`config.mk`:
```
export PLATFORM = sky130hd
export DESIGN_NAME = u_lsu
export DESIGN_NICKNAME = d
export VERILOG_FILES = /design/src/rtl/u_lsu_pkg.sv /design/src/rtl/u_lsu_ext.sv /design/src/rtl/u_lsu.sv
export SDC_FILE = /design/constraint.sdc
export NUM_CORES = 1
export LEC_CHECK = 0
export ABC_AREA = 1
export CAP_MARGIN = 10
export CORE_MARGIN = 2
export CORE_UTILIZATION = 49
export CTS_CLUSTER_DIAMETER = 200
export DETAILED_ROUTE_END_ITERATION = 16
export HOLD_SLACK_MARGIN = 0.05
export PLACE_DENSITY = 0.88
export SKIP_CTS_REPAIR_TIMING = 1
export SLEW_MARGIN = 30
export SYNTH_ARGS = -nofsm -noshare
export SYNTH_HDL_FRONTEND = slang
export SYNTH_SLANG_ARGS = --single-unit
```
`constraint.sdc`:
```
create_clock -name clk -period 2.5 [get_ports clk]
set_clock_uncertainty 0.2 [all_clocks]
set_input_delay 0.25 -clock clk [delete_from_list [all_inputs] [get_ports clk]]
set_output_delay 0.25 -clock clk [all_outputs]
set_load 0.01 [all_outputs]
```
`src/rtl/u_lsu_pkg.sv`:
```
// Shared types and constants for the load/store unit.
//   state_e           : FSM state encoding
//   F3_*              : RV32I load/store width codes
//   SRAM_BYTE_LIMIT   : highest legal byte address of the data SRAM
//   lsu_access_legal  : request legality check (width code and address span)
package u_lsu_pkg;

   localparam int unsigned XLEN    = 32;
   localparam int unsigned SRAM_AW = 18;  // byte address bits reaching the SRAM
   localparam int unsigned WORD_AW = 16;  // SRAM word address width
   localparam int unsigned NLANE   = 4;

   localparam logic [XLEN-1:0] SRAM_BYTE_LIMIT = 32'h0003_FFFF;

   localparam logic [2:0] F3_LB  = 3'b000;
   localparam logic [2:0] F3_LH  = 3'b001;
   localparam logic [2:0] F3_LW  = 3'b010;
   localparam logic [2:0] F3_LBU = 3'b100;
   localparam logic [2:0] F3_LHU = 3'b101;
   localparam logic [2:0] F3_SB  = 3'b000;
   localparam logic [2:0] F3_SH  = 3'b001;
   localparam logic [2:0] F3_SW  = 3'b010;

   typedef enum logic [2:0] {
      ST_IDLE = 3'd0,
      ST_A0   = 3'd1,
      ST_A1   = 3'd2,
      ST_FIN  = 3'd3,
      ST_DONE = 3'd4
   } state_e;

   // Legal when the width code exists for the direction and the last byte fits in the SRAM.
   function automatic logic lsu_access_legal(input logic            i_we,
                                             input logic [2:0]      i_f3,
                                             input logic [XLEN-1:0] i_addr);
      logic          f3_ok;
      logic [XLEN:0] last;
      if (i_we) f3_ok = (i_f3 == F3_SB) || (i_f3 == F3_SH) || (i_f3 == F3_SW);
      else      f3_ok = (i_f3 == F3_LB) || (i_f3 == F3_LH) || (i_f3 == F3_LW) ||
                        (i_f3 == F3_LBU) || (i_f3 == F3_LHU);
      case (i_f3[1:0])
         2'b00:   last = {1'b0, i_addr};
         2'b01:   last = {1'b0, i_addr} + 33'd1;
         default: last = {1'b0, i_addr} + 33'd3;
      endcase
      return f3_ok && (last <= 33'(SRAM_BYTE_LIMIT));
   endfunction

endpackage

```
`src/rtl/u_lsu_ext.sv`:
```
// Load data extraction: picks the accessed bytes out of one or two SRAM words
// (little-endian) and sign/zero-extends them.
//   i_w0     : first word read (lower addresses)
//   i_w1     : second word read (same as i_w0 for non-split accesses)
//   i_off    : byte offset addr[1:0]
//   i_funct3 : load width/sign code
//   o_rd_c   : extended result (combinational)
module u_lsu_ext
   import u_lsu_pkg::*;
(
   input  logic [XLEN-1:0] i_w0,
   input  logic [XLEN-1:0] i_w1,
   input  logic [1:0]      i_off,
   input  logic [2:0]      i_funct3,
   output logic [XLEN-1:0] o_rd_c
);

   logic [2*XLEN-1:0] w_cat;
   logic [XLEN-1:0]   w_sh;

   always_comb begin
      w_cat = {i_w1, i_w0};
      w_sh  = XLEN'(w_cat >> {i_off, 3'b000});
      case (i_funct3)
         F3_LB:   o_rd_c = {{24{w_sh[7]}}, w_sh[7:0]};
         F3_LH:   o_rd_c = {{16{w_sh[15]}}, w_sh[15:0]};
         F3_LW:   o_rd_c = w_sh;
         F3_LBU:  o_rd_c = {24'h0, w_sh[7:0]};
         F3_LHU:  o_rd_c = {16'h0, w_sh[15:0]};
         default: o_rd_c = '0;
      endcase
   end

endmodule

```
`src/rtl/u_lsu.sv`:
```
// RV32I load/store unit driving a single-port byte-laned SRAM.
// Handles misaligned accesses by splitting them over two consecutive words.
//   clk, rstn               : clock, async active-low reset
//   lsu_req/we/funct3/addr/wd : request from the core (sampled in IDLE)
//   lsu_busy/done/err/rd    : status and load result
//   dat_a/we/wd/re/rd       : SRAM port (dat_rd valid one cycle after dat_re)
module u_lsu
   import u_lsu_pkg::*;
(
   input  logic               clk,
   input  logic               rstn,
   input  logic               lsu_req,
   input  logic               lsu_we,
   input  logic [2:0]         lsu_funct3,
   input  logic [XLEN-1:0]    lsu_addr,
   input  logic [XLEN-1:0]    lsu_wd,
   output logic               lsu_busy,
   output logic               lsu_done,
   output logic               lsu_err,
   output logic [XLEN-1:0]    lsu_rd,
   output logic [WORD_AW-1:0] dat_a,
   output logic [NLANE-1:0]   dat_we,
   output logic [XLEN-1:0]    dat_wd,
   output logic [NLANE-1:0]   dat_re,
   input  logic [XLEN-1:0]    dat_rd
);

   state_e r_state;
   state_e w_nxt_state;

   logic               r_we;
   logic [2:0]         r_f3;
   logic [SRAM_AW-1:0] r_addr;
   logic [XLEN-1:0]    r_wd;
   logic [XLEN-1:0]    r_w0;

   logic               w_op_we;
   logic [2:0]         w_op_f3;
   logic [SRAM_AW-1:0] w_op_addr;
   logic [XLEN-1:0]    w_op_wd;
   logic [NLANE-1:0]   w_size_mask;
   logic [XLEN-1:0]    w_wd_m;
   logic [2*NLANE-1:0] w_lanes;
   logic [2*XLEN-1:0]  w_wd_sh;
   logic               w_split;
   logic               w_legal;

   logic [WORD_AW-1:0] w_a_nxt;
   logic [NLANE-1:0]   w_we_nxt;
   logic [NLANE-1:0]   w_re_nxt;
   logic [XLEN-1:0]    w_wd_nxt;
   logic [XLEN-1:0]    w_rd_nxt;
   logic               w_err_nxt;
   logic [XLEN-1:0]    w_ext_w0;
   logic [XLEN-1:0]    w_rd_ext;

   // Operand source: live inputs while accepting, captured request afterwards.
   always_comb begin
      w_op_we   = (r_state == ST_IDLE) ? lsu_we : r_we;
      w_op_f3   = (r_state == ST_IDLE) ? lsu_funct3 : r_f3;
      w_op_addr = (r_state == ST_IDLE) ? lsu_addr[SRAM_AW-1:0] : r_addr;
      w_op_wd   = (r_state == ST_IDLE) ? lsu_wd : r_wd;
      case (w_op_f3[1:0])
         2'b00: begin
            w_size_mask = 4'b0001;
            w_wd_m      = {24'h0, w_op_wd[7:0]};
         end
         2'b01: begin
            w_size_mask = 4'b0011;
            w_wd_m      = {16'h0, w_op_wd[15:0]};
         end
         default: begin
            w_size_mask = 4'b1111;
            w_wd_m      = w_op_wd;
         end
      endcase
      // Lanes/data over a two-word window: low half is word 0, high half word 1.
      w_lanes = {4'b0000, w_size_mask} << w_op_addr[1:0];
      w_wd_sh = {32'h0, w_wd_m} << {w_op_addr[1:0], 3'b000};
      w_split = |w_lanes[2*NLANE-1:NLANE];
      w_legal = lsu_access_legal(lsu_we, lsu_funct3, lsu_addr);
   end

   // Next state and next registered output values.
   always_comb begin
      w_nxt_state = r_state;
      w_err_nxt   = 1'b0;
      w_a_nxt     = '0;
      w_we_nxt    = '0;
      w_re_nxt    = '0;
      w_wd_nxt    = '0;
      w_rd_nxt    = lsu_rd;

      case (r_state)
         ST_IDLE: begin
            if (lsu_req) begin
               if (w_legal) begin
                  w_nxt_state = ST_A0;
               end else begin
                  w_nxt_state = ST_DONE;
                  w_err_nxt   = 1'b1;
               end
            end
         end
         ST_A0:   w_nxt_state = w_split ? ST_A1 : (r_we ? ST_DONE : ST_FIN);
         ST_A1:   w_nxt_state = r_we ? ST_DONE : ST_FIN;
         ST_FIN:  w_nxt_state = ST_DONE;
         ST_DONE: w_nxt_state = ST_IDLE;
         default: w_nxt_state = ST_IDLE;
      endcase

      if (w_nxt_state == ST_A0) begin
         w_a_nxt = w_op_addr[SRAM_AW-1:2];
         if (w_op_we) begin
            w_we_nxt = w_lanes[NLANE-1:0];
            w_wd_nxt = w_wd_sh[XLEN-1:0];
         end else begin
            w_re_nxt = w_lanes[NLANE-1:0];
         end
      end else if (w_nxt_state == ST_A1) begin
         w_a_nxt = w_op_addr[SRAM_AW-1:2] + 16'd1;
         if (w_op_we) begin
            w_we_nxt = w_lanes[2*NLANE-1:NLANE];
            w_wd_nxt = w_wd_sh[2*XLEN-1:XLEN];
         end else begin
            w_re_nxt = w_lanes[2*NLANE-1:NLANE];
         end
      end

      // Only loads pass through FIN; stores and rejected requests report zero.
      if (w_nxt_state == ST_DONE) begin
         w_rd_nxt = (r_state == ST_FIN) ? w_rd_ext : '0;
      end
   end

   // State register.
   always_ff @(posedge clk or negedge rstn) begin
      if (!rstn) r_state <= ST_IDLE;
      else       r_state <= w_nxt_state;
   end

   // Request capture, first-word capture for split loads, and output registers.
   always_ff @(posedge clk or negedge rstn) begin
      if (!rstn) begin
         r_we     <= 1'b0;
         r_f3     <= '0;
         r_addr   <= '0;
         r_wd     <= '0;
         r_w0     <= '0;
         lsu_busy <= 1'b0;
         lsu_done <= 1'b0;
         lsu_err  <= 1'b0;
         lsu_rd   <= '0;
         dat_a    <= '0;
         dat_we   <= '0;
         dat_wd   <= '0;
         dat_re   <= '0;
      end else begin
         if ((r_state == ST_IDLE) && lsu_req && w_legal) begin
            r_we   <= lsu_we;
            r_f3   <= lsu_funct3;
            r_addr <= lsu_addr[SRAM_AW-1:0];
            r_wd   <= lsu_wd;
         end
         if ((r_state == ST_A1) && !r_we) r_w0 <= dat_rd;
         lsu_busy <= (w_nxt_state != ST_IDLE);
         lsu_done <= (w_nxt_state == ST_DONE);
         lsu_err  <= w_err_nxt;
         lsu_rd   <= w_rd_nxt;
         dat_a    <= w_a_nxt;
         dat_we   <= w_we_nxt;
         dat_wd   <= w_wd_nxt;
         dat_re   <= w_re_nxt;
      end
   end

   // In FIN dat_rd holds the last word; split loads pair it with the word kept from A1.
   assign w_ext_w0 = w_split ? r_w0 : dat_rd;

   u_lsu_ext u_ext (
      .i_w0     (w_ext_w0),
      .i_w1     (dat_rd),
      .i_off    (r_addr[1:0]),
      .i_funct3 (r_f3),
      .o_rd_c   (w_rd_ext)
   );

endmodule

```
==> out/results.ini <==
[critical_path]
crit_path_cell_trace=nor2_4, nand2_8, o21ai_1, nor2_4, a21oi_4, nand2_4, buf_12, a22oi_4, nand3_4, buf_6, buf_8, nand2_1, nand2_2, nor2_2
slowest_stage=dfrtp_1
crit_path_start_kind=flop
cp-end-kind=flop
crit_top_cell=nor2_4
required_ps=2690
worstSetupPathType=flop to flop
path_delay_family=simple AND/OR/NAND/NOR gates
crit_path_max_fanout=7
worst-endpoint-arrival_ps=2920
cpPeakStageDelay_ps=420
cp_num_buf_inv=3

[power_and_ir_drop]
ir_drop_mv=0.448
powerDensity_mw_per_mm2=432
leakagePower_nw=7.88
power.total_w=0.00696

[yosys]
synth_area_sq_mm=0.0109
syn_nets=1682
synthTopCellsByArea=dfrtp_1 (41%), nand2_1 (19%), o21ai_0 (8.6%)
synth.distinct_cells=43
seq_area_frac_synth_pct=41.5
syn_inst=1576
synth_top_area_share_pct=41.5
synth_area_per_cell_sq_um=6.89
synth_seq_cells=180
yosysTopAreaCell=dfrtp_1
yosys_warnings=0

[clock_tree]
cts_root_buffer=clkbuf_16
insertion_delay_ps=450
cts_tree=done
cts_made_buffers=17
clock_path_buffers=2
htreeDepth=4
clk_pin_slew_worst_paths_ps=80
cts.sinks=180

[sta]
period_needed_ps=2730
hold_violations=0
slew_violations=0
max_freq_mhz=366
worstMarginPinSlew_ps=908
setup_violations=99
slew_headroom_pct=39.3
fin_crit_sh_pct=109
tns_ps=-10380
rsz0062_at_grt=yes
fin_ws_ps=-231

[route]
drtIter0Drc=1661
firstDrtPassIters=7
wl_per_cell_um=19.2
wirelength_mm=42.3
vias_per_cell=5.88
vias=12900
drcViolationCount=0
antenna_left=0

[finish]
areaGrowthSynthToFinish_pct=48.3
antenna_cells=0
fin_nets=2013
drive_above_1_share_pct=22.7
fill_cells=1482

[global_route]
grt_overflow=0
grt_pass1_vias=11100
antenna_found_initial=0
grt_max_degree=69
grt_pass1_wl_mm=55.4
grt_use_total_pct=29.2

[place]
hpwlAfterDp_mm=25.7
dp_slack_ps=-857
io_buffers=193
routabilityCongestion=0.979

[die]
die_h_um=153
ios=194
start_util_pct=49.8
dieWidth_um=153
design.die.area_sq_mm=0.0234
coreArea_sq_mm=0.0218
num_rows=54

[worst_hold_path]
holdCritPathClass=input pin to flop

[job]
maxCapViolCount=0

[outcome]
status=finished, violations left
violations=setup timing

[synth_stat cells (all sizes together)]
library cell and n:
nand2 562, o21ai 200, nand3 182, dfrtp 180, inv 169, nor2 89
clkbuf 43, buf 39, o211ai 22, a21oi 21, nor3 11, xor2 10
a22oi 9, o22ai 9, nand4 7, or2 7, nand3b 5, ha 2
mux2i 2, xnor2 2, a21boi 1, and2 1, fa 1, nor3b 1
o21a 1
[power breakdown]
group / switching [W] / total, W / internal (W)
clock network: 0.00141 / 0.00275 / 0.00134
registers: 0.00000242 / 0.00292 / 0.00291
logic: 0.000765 / 0.00130 / 0.000532
[final timing paths]
| kind | startpoint | endpoint | slack [ps] | cells after the start |
|---|---|---|---|---|
| worst max-delay path | r_state[2]$_DFF_PN0_ | dat_a[10]$_DFF_PN0_ | -230 | 14 |
| worst min-delay path | lsu_addr[15] | r_addr[15]$_DFFE_PN0P_ | 20 | 4 |
| worst max register to register | r_state[2]$_DFF_PN0_ | dat_a[10]$_DFF_PN0_ | -230 | 14 |
| worst min register to register | r_addr[4]$_DFFE_PN0P_ | r_addr[4]$_DFFE_PN0P_ | 280 | 2 |
| max in group asynchronous | rstn | r_w0[3]$_DFFE_PN0P_ | 1080 | 3 |
| min in group asynchronous | rstn | dat_wd[25]$_DFF_PN0_ | 190 | 2 |
[cell type report]
class | count | area (sq um) | share of cell area, %
inverters | 169 | 669 | 4.15
multi-input cells | 1149 | 6180 | 38.3
clock inverters | 15 | 163 | 1.01
flip-flops and latches | 180 | 4510 | 28.0
well taps | 280 | 350 | 2.17
repair buffers | 390 | 3820 | 23.7
clock buffers | 17 | 425 | 2.64
[routing by layer]
layer  global-route usage, %  part of all wire, %
met5                       0                    0
met4                    13.8                  6.2
met3                    5.10                   10
met2                    47.4                   47
met1                    38.2                   36
[tightest hold or removal path, delay by kind of cell]
kind,cells,cell delay (ps)
buffers and inverters,2,300
AND/OR/NAND/NOR,2,80
[state kept, by name, summed over array words and instances (netlist names)]
| name | cells |
|---|---|
| dat_wd | 32 |
| lsu_rd | 32 |
| r_w0 | 32 |
| r_wd | 32 |
| r_addr | 18 |
| dat_a | 16 |
| dat_re | 4 |
| dat_we | 4 |
| r_f3 | 3 |
| r_state | 3 |
| lsu_busy | 1 |
| lsu_done | 1 |
| lsu_err | 1 |
| r_we | 1 |
[per-stage QoR]
stage	utilization [%]	area, sq um	cells	hold WS (ps)
2_1_floorplan	-	10900	1576	-246
3_3_place_gp	64.1	14000	2117	86.6
3_5_place_dp	64.1	14000	2117	84.6
4_1_cts	66.8	14600	2149	-381
5_1_grt	73.8	16100	2200	66.5
6_report	73.8	16100	2200	17.8
[cell usage in the layout (no fill, tap or decap), types with 27 or more instances in the layout]
| master | n |
|---|---|
| nand2_1 | 521 |
| dfrtp_1 | 179 |
| clkdlybuf4s50_1 | 166 |
| inv_1 | 155 |
| buf_4 | 155 |
| nand3_1 | 149 |
| o21ai_0 | 135 |
| nor2_1 | 47 |
| nand2_2 | 34 |
| o21ai_2 | 33 |
| o21ai_1 | 27 |
[cells by family after synthesis]
| logic type | share of synthesized area [%] |
|---|---|
| AO/OA/AOI/OAI | 13.4 |
| XOR/XNOR | 0.968 |
| adder cells (fa/ha/maj) | 0.415 |
| buffers and inverters | 9.84 |
| flip-flops | 41.5 |
| multiplexers | 0.184 |
| AND/OR/NAND/NOR | 33.7 |
Note: power is estimated with default switching activity, not from simulation.
